### src/rtl/mem_bus_bridge.sv
// mem_bus_bridge
//   Byte-serial memory bridge between the CPU core and the external Arduino.
//   Takes one 16-bit FETCH/LOAD/STORE request, sends it as a byte frame,
//   collects the reply bytes and returns a 16-bit word or an error.
// Ports
//   clk, rst           clock; asynchronous active-low reset
//   req_valid/ready    request handshake (ready only in IDLE)
//   req_op/addr/wdata  request opcode, word address, store data
//   resp_valid         one-cycle response pulse
//   resp_data/error    response word and error flag (held until next response)
//   out_bus            outgoing byte, qualified by data_out_ready
//   ard_receive_ready  Arduino accepts out_bus this cycle
//   in_bus             incoming byte, qualified by ard_data_ready
//   in_ack             bridge consumes in_bus this cycle
module mem_bus_bridge #(
  parameter int unsigned TIMEOUT_CYCLES = 1024,
  parameter logic [7:0]  STATUS_OK      = 8'hA5
) (
  input  logic        clk,
  input  logic        rst,
  input  logic        req_valid,
  output logic        req_ready,
  input  logic [1:0]  req_op,
  input  logic [15:0] req_addr,
  input  logic [15:0] req_wdata,
  output logic        resp_valid,
  output logic [15:0] resp_data,
  output logic        resp_error,
  output logic [7:0]  out_bus,
  output logic        data_out_ready,
  input  logic        ard_receive_ready,
  input  logic [7:0]  in_bus,
  input  logic        ard_data_ready,
  output logic        in_ack
);

  localparam int unsigned WAIT_W = $clog2(TIMEOUT_CYCLES) + 1;
  // Abort once the stalled cycle would bring the counter to TIMEOUT_CYCLES-1.
  localparam logic [WAIT_W-1:0] WAIT_LIMIT = WAIT_W'(TIMEOUT_CYCLES - 2);

  typedef enum logic [1:0] {IDLE, SEND, RECV, RESP} state_t;

  state_t            state_q, state_d;
  logic [1:0]        op_q;
  logic [15:0]       addr_q, wdata_q;
  logic [2:0]        idx_q, idx_d;
  logic [WAIT_W-1:0] wait_q, wait_d;
  logic [7:0]        hi_q, hi_d;
  logic [15:0]       rdata_q, rdata_d;
  logic              err_q, err_d;

  logic accept, tx_fire, rx_fire, stalled, timeout, is_store, last_tx;

  assign accept   = req_valid && (state_q == IDLE);
  assign tx_fire  = (state_q == SEND) && ard_receive_ready;
  assign rx_fire  = (state_q == RECV) && ard_data_ready;
  assign stalled  = ((state_q == SEND) && !ard_receive_ready) ||
                    ((state_q == RECV) && !ard_data_ready);
  assign timeout  = stalled && (wait_q == WAIT_LIMIT);
  assign is_store = (op_q == 2'b10);
  assign last_tx  = (idx_q == (is_store ? 3'd4 : 3'd2));

  // State and datapath registers
  always_ff @(posedge clk or negedge rst) begin
    if (!rst) begin
      state_q <= IDLE;
      idx_q   <= '0;
      wait_q  <= '0;
      hi_q    <= '0;
      rdata_q <= '0;
      err_q   <= 1'b0;
      op_q    <= '0;
      addr_q  <= '0;
      wdata_q <= '0;
    end else begin
      state_q <= state_d;
      idx_q   <= idx_d;
      wait_q  <= wait_d;
      hi_q    <= hi_d;
      rdata_q <= rdata_d;
      err_q   <= err_d;
      if (accept) begin
        op_q    <= req_op;
        addr_q  <= req_addr;
        wdata_q <= req_wdata;
      end
    end
  end

  // Next-state logic
  always_comb begin
    state_d = state_q;
    idx_d   = idx_q;
    wait_d  = wait_q;
    hi_d    = hi_q;
    rdata_d = rdata_q;
    err_d   = err_q;
    unique case (state_q)
      IDLE: begin
        if (accept) begin
          idx_d  = '0;
          wait_d = '0;
          if (req_op == 2'b11) begin
            state_d = RESP;
            rdata_d = '0;
            err_d   = 1'b1;
          end else begin
            state_d = SEND;
          end
        end
      end
      SEND: begin
        // A transfer in the limit cycle takes priority over the timeout.
        if (tx_fire) begin
          wait_d = '0;
          if (last_tx) begin
            state_d = RECV;
            idx_d   = '0;
          end else begin
            idx_d = idx_q + 3'd1;
          end
        end else if (timeout) begin
          state_d = RESP;
          rdata_d = '0;
          err_d   = 1'b1;
        end else begin
          wait_d = wait_q + 1'b1;
        end
      end
      RECV: begin
        if (rx_fire) begin
          wait_d = '0;
          if (is_store) begin
            state_d = RESP;
            rdata_d = '0;
            err_d   = (in_bus != STATUS_OK);
          end else if (idx_q == 3'd0) begin
            hi_d  = in_bus;
            idx_d = 3'd1;
          end else begin
            state_d = RESP;
            rdata_d = {hi_q, in_bus};
            err_d   = 1'b0;
          end
        end else if (timeout) begin
          state_d = RESP;
          rdata_d = '0;
          err_d   = 1'b1;
        end else begin
          wait_d = wait_q + 1'b1;
        end
      end
      RESP: state_d = IDLE;
      default: state_d = IDLE;
    endcase
  end

  // Outputs
  always_comb begin
    req_ready      = (state_q == IDLE);
    data_out_ready = (state_q == SEND);
    in_ack         = (state_q == RECV);
    resp_valid     = (state_q == RESP);
    resp_data      = rdata_q;
    resp_error     = err_q;
    out_bus        = 8'h00;
    if (state_q == SEND) begin
      case (idx_q)
        3'd0:    out_bus = {6'b0, op_q};
        3'd1:    out_bus = addr_q[15:8];
        3'd2:    out_bus = addr_q[7:0];
        3'd3:    out_bus = wdata_q[15:8];
        3'd4:    out_bus = wdata_q[7:0];
        default: out_bus = 8'h00;
      endcase
    end
  end

endmodule

### config.mk
export PLATFORM = sky130hd
export DESIGN_NAME = mem_bus_bridge
export DESIGN_NICKNAME = d
export VERILOG_FILES = /design/src/rtl/mem_bus_bridge.sv
export SDC_FILE = /design/constraint.sdc
export NUM_CORES = 1
export LEC_CHECK = 0
export CAP_MARGIN = 5
export CELL_PAD_IN_SITES_DETAIL_PLACEMENT = 1
export CELL_PAD_IN_SITES_GLOBAL_PLACEMENT = 2
export CORE_AREA = 4 4 118 120
export DETAILED_ROUTE_END_ITERATION = 10
export DIE_AREA = 0 0 122 124
export PLACE_DENSITY_LB_ADDON = 0.1
export SYNTH_ARGS = -nofsm -noshare
export SYNTH_HDL_FRONTEND = slang
export SYNTH_SLANG_ARGS = --single-unit
### constraint.sdc
create_clock -name clk -period 3.2 [get_ports clk]
set_clock_uncertainty 0.15 [all_clocks]
set_input_delay 0.64 -clock clk [delete_from_list [all_inputs] [get_ports clk]]
set_output_delay 0.64 -clock clk [all_outputs]
set_load 0.1 [all_outputs]
# Word-level counts from Yosys, hierarchy flattened
# Cells that the tools add are included.
# word_totals
reg_bits	75
out_inout_bits	29
wordCells	90
input_bits	47
# op_classes
add_sub_neg	2
eq_ne	21
bitwise	1
muxes	40
n_reduce_logical	17
# ops
operator	count
$mux W16	7
$pmux W16 S3	1
$mux W11	4
$pmux W8 S5	1
$pmux W11 S3	1
$mux W3	7
$mux W2	8
$add A11 B1 Y11 const B	1
$eq A11 B10 Y1 const B	1
$ne A2 B1 Y1 const B	5
$pmux W3 S3	1
$eq A2 B2 Y1 const B	4
$mux W8	1
$ne A8 B8 Y1 const B	1
$pmux W2 S4	1
$mux W1	7
$eq A3 B2 Y1 const B	2
$logic_and A1 B1 Y1	6
$reduce_and A6 Y1	1
$reduce_and A5 Y1	1
$ne A2 B2 Y1 const B	2
$ne A4 B4 Y1 const B	1
$reduce_and A4 Y1	1
$add A3 B1 Y3 const B	1
other kinds (14)	15

# Logic depth before layout (Yosys ltp)
# logic_depth
ltp_word	7
mapped_depth	10
ltp_nobuf	7

# Worst setup path before layout
# OpenSTA, ideal clock, no wires.
# synth_timing
path_type	register to output
from	register state_q[1]
to	output port out_bus[2]
path_buffers	1
path_stages_with_launch	6
required_ns	2.410
arrival_time_ns	3.430
slack_ns	-1.020
path_cell_list	dfrtp_1 inv_1 ha_1 clkbuf_1 o21ai_1 a21oi_1
# synth_via
elab_chain_cells	2
# synth_lines
element	line	text
start, declared	43	state_t state_q, state_d;
start signal, assigned	76	state_q <= state_d;
$eq A2 B1 Y1	--	
via data_out_ready	30	output logic data_out_ready,
$mux W8	167	if (state_q == SEND) begin
end, declared	29	output logic [7:0] out_bus,
# The timed path passes the listed nets, and every way through them passes these cells.

# Final worst setup path
# layout_timing
from	register idx_q[0]
to	output port out_bus[1]
# layout_via
elab_chain_cells	3
elab_cells_between_ends	7
classes_between	eq/ne (4); mux (2); reduce/logical (1)
# layout_lines
element	line	text
start, declared	46	logic [2:0] idx_q, idx_d;
start signal, assigned	77	idx_q <= idx_d;
$eq A3 B3 Y1 (tied with other cells)	168	case (idx_q)
$pmux W8 S5 *	168	
$mux W8 *	167	
# Mark *: on every way between the ends. The rest lies on a longest branch, timed or not.

==> results.ini <==
[critical_path]
worstSetupPathType=reg2out
path_max_fanout=5
crit_arrival_ns=2.18
cp.required_ns=2.41
endpoint_kind=output port
startpoint_type=flop

[route]
routed_wl_um=10200
drtPass1Iterations=4
ant_nets=0
drc_errors=0
drtIter0Drc=160
vias_per_cell=4.89
wire_per_inst_um=17.2
vias=2898

[global_routing]
grt_max_degree=76
grt_pass1_wl_um=16800
antenna_found_initial=0
gr-usage-all-layers_pct=14.5
grt_pass1_vias=3125
grt-ovfl-total=0

[clock_network]
numClockSinks=75
cts_tree=done
cts-resized-gates=0
post-cts-setup-buffers=0
clkLatencyLatePin_ns=0.34
ctsLongestPathBuffers=2
htreeDepth=3
numCtsBuffers=9
ctsHoldBuffers=0
clkTransAtPathRegs_ns=0.06
clock-root-buffer=clkbuf_16

[timing]
fin_crit_sh_pct=92.8
max_slew_margin_pct=35.0
worstMarginPinSlew_ns=0.975
tns_ns=0
max_freq_ghz=0.337
setup_viol=0
finalHoldViolCount=0
rsz0062_at_grt=false
final-max-slew-violation-count=0
min_period_ns=2.97
hold_ws_ns=0.293

[cells_and_area]
drive_gt1_share_pct=28.3
multiInputGateArea_sq_mm=0.00183
fillers=1414
area_growth_pct=38.2
diodes=0
nets=471
seqCellArea_sq_mm=0.00188
final_cell_mix=dfrtp_1, clkdlybuf4s50_1, mux2_2, buf_4
layout_commonest_cell=dfrtp_1

[yosys]
netlist_area_sq_mm=0.00376
synth_cell_types=50
yosys_warnings=0
synth.avg_cell_area_sq_um=11.5
ys_ff_latch=75
syn-num-nets=385
synth_edf_count=0
ys_seq_area_share_pct=49.9
async_reset_ff_share_pct=100
syn_inst=326
synthFlopType=dfrtp_1

[min_path]
hp-class=in2async

[floorplan]
row_count=42
start_util_pct=29.0
die_area_sq_mm=0.0151
core-area_sq_mm=0.0130
die_w_um=122
ios=76
die_h_um=124

[placed_design]
portBuffers=75
dp_hpwl_um=7360
gp_congestion=0.729

[flow_run]
max_cap_violations=0

[status]
status=completed

[pwr]
p_leak_nw=2.16
ir_worst_vdd_uv=534
p_per_area_mw_per_mm2=1030
total_power_mw=5.36

-- sequential cells by signal (all words and copies together), names as in the netlist --
signal and flops:
idx_q 3, wait_q 11, op_q 2, hi_q 8, resp_data 16, wdata_q 16, state_q 2, resp_error 1
addr_q 16
-- logic make-up after synthesis --
logic type      count (synthesis)  share of synthesized area [%]
compound gates                 91                           18.2
xor+xnor                        9                           2.09
fa+ha+maj                      12                           3.99
buf+inv                        31                           3.95
flops                          75                           49.9
mux                            39                           11.7
simple gates                   69                           10.2
-- worst max-delay path, stage by stage (launching register included) --
cell,delay [ns]
dfrtp_1,0.41
inv_1,0.10
ha_1,0.27
a222oi_1,0.33
nor2_1,0.11
a221oi_1,0.37
nor2_4,0.07
buf_12,0.18
-- per-layer routing --
metal / track usage [%] / wire [um] / vias to the layer above
li1: - / - / 1366
met1: 20.0 / 4810 / 1459
met2: 22.2 / 4750 / 62
met3: 3.50 / 475 / 11
met4: 5.67 / 165 / 0
met5: 0 / 0 / -
-- cells in the mapped netlist (2+ instances only) --
cell        n  area [sq um]
a2111oi_4   2          55.1
a211oi_1    5          37.5
a21oi_1    18          90.1
a221oi_1    2          17.5
a222oi_1    2          20.0
a22o_1     16           140
a22oi_1    13          97.6
and2_1      2          12.5
and3_1      2          12.5
buf_2       2          10.0
buf_6       4          45.0
clkbuf_1    7          26.3
dfrtp_1    75          1880
ha_1       12           150
inv_1      17          63.8
mux2_2     39           439
nand2_1    13          48.8
nand2b_1    5          31.3
nand3_1     4          20.0
nand4b_1    2          17.5
nor2_1     19          71.3
nor2b_1     6          37.5
nor3_1      2          10.0
nor4bb_1    2          20.0
o211ai_1    2          15.0
o21ai_0    16          80.1
o31ai_1     5          37.5
or3_1       2          12.5
xnor2_1     9          78.8
-- per-stage QoR --
| step | cells | worst slack (ns) | cell area (sq um) | util, % |
|---|---|---|---|---|
| CTS | 593 | 0.207 | 5200 | 40.1 |
| floorplan | 326 | 0.104 | 3850 | - |
| detailed placement | 577 | 0.427 | 4870 | 37.5 |
| global route | 593 | 0.0369 | 5200 | 40.1 |
| finish | 593 | 0.230 | 5200 | 40.1 |
| global placement | 577 | 0.470 | 4870 | 37.5 |
-- layout make-up --
type                       instances  area share (%)
tap                              176            4.23
sequential                        75            36.1
inverter                          17            1.23
clock inverter                     6            1.80
clock buffer                      10            4.59
multi-input combinational        220            35.1
timing repair buffer              89            16.9
-- path summary, 6_finish.rpt --
check	start	endpoint	slack [ns]	cells past startpoint
max in group asynchronous	rst	op_q[0]	1.95	1
worst min-delay path	rst	hi_q[2]	0.29	1
worst min register to register	resp_data[3]	resp_data[3]	0.35	1
worst max-delay path	idx_q[0]	out_bus[1]	0.23	7
worst max register to register	state_q[0]	resp_data[7]	0.81	8
min in group clk	resp_data[3]	resp_data[3]	0.35	1
-- power breakdown --
part / switching [mW] / internal, mW
Combinational: 1.73 / 0.941
Sequential: 0.228 / 1.32
Clock: 0.428 / 0.713
No activity file was read; power rests on OpenSTA's default activity.
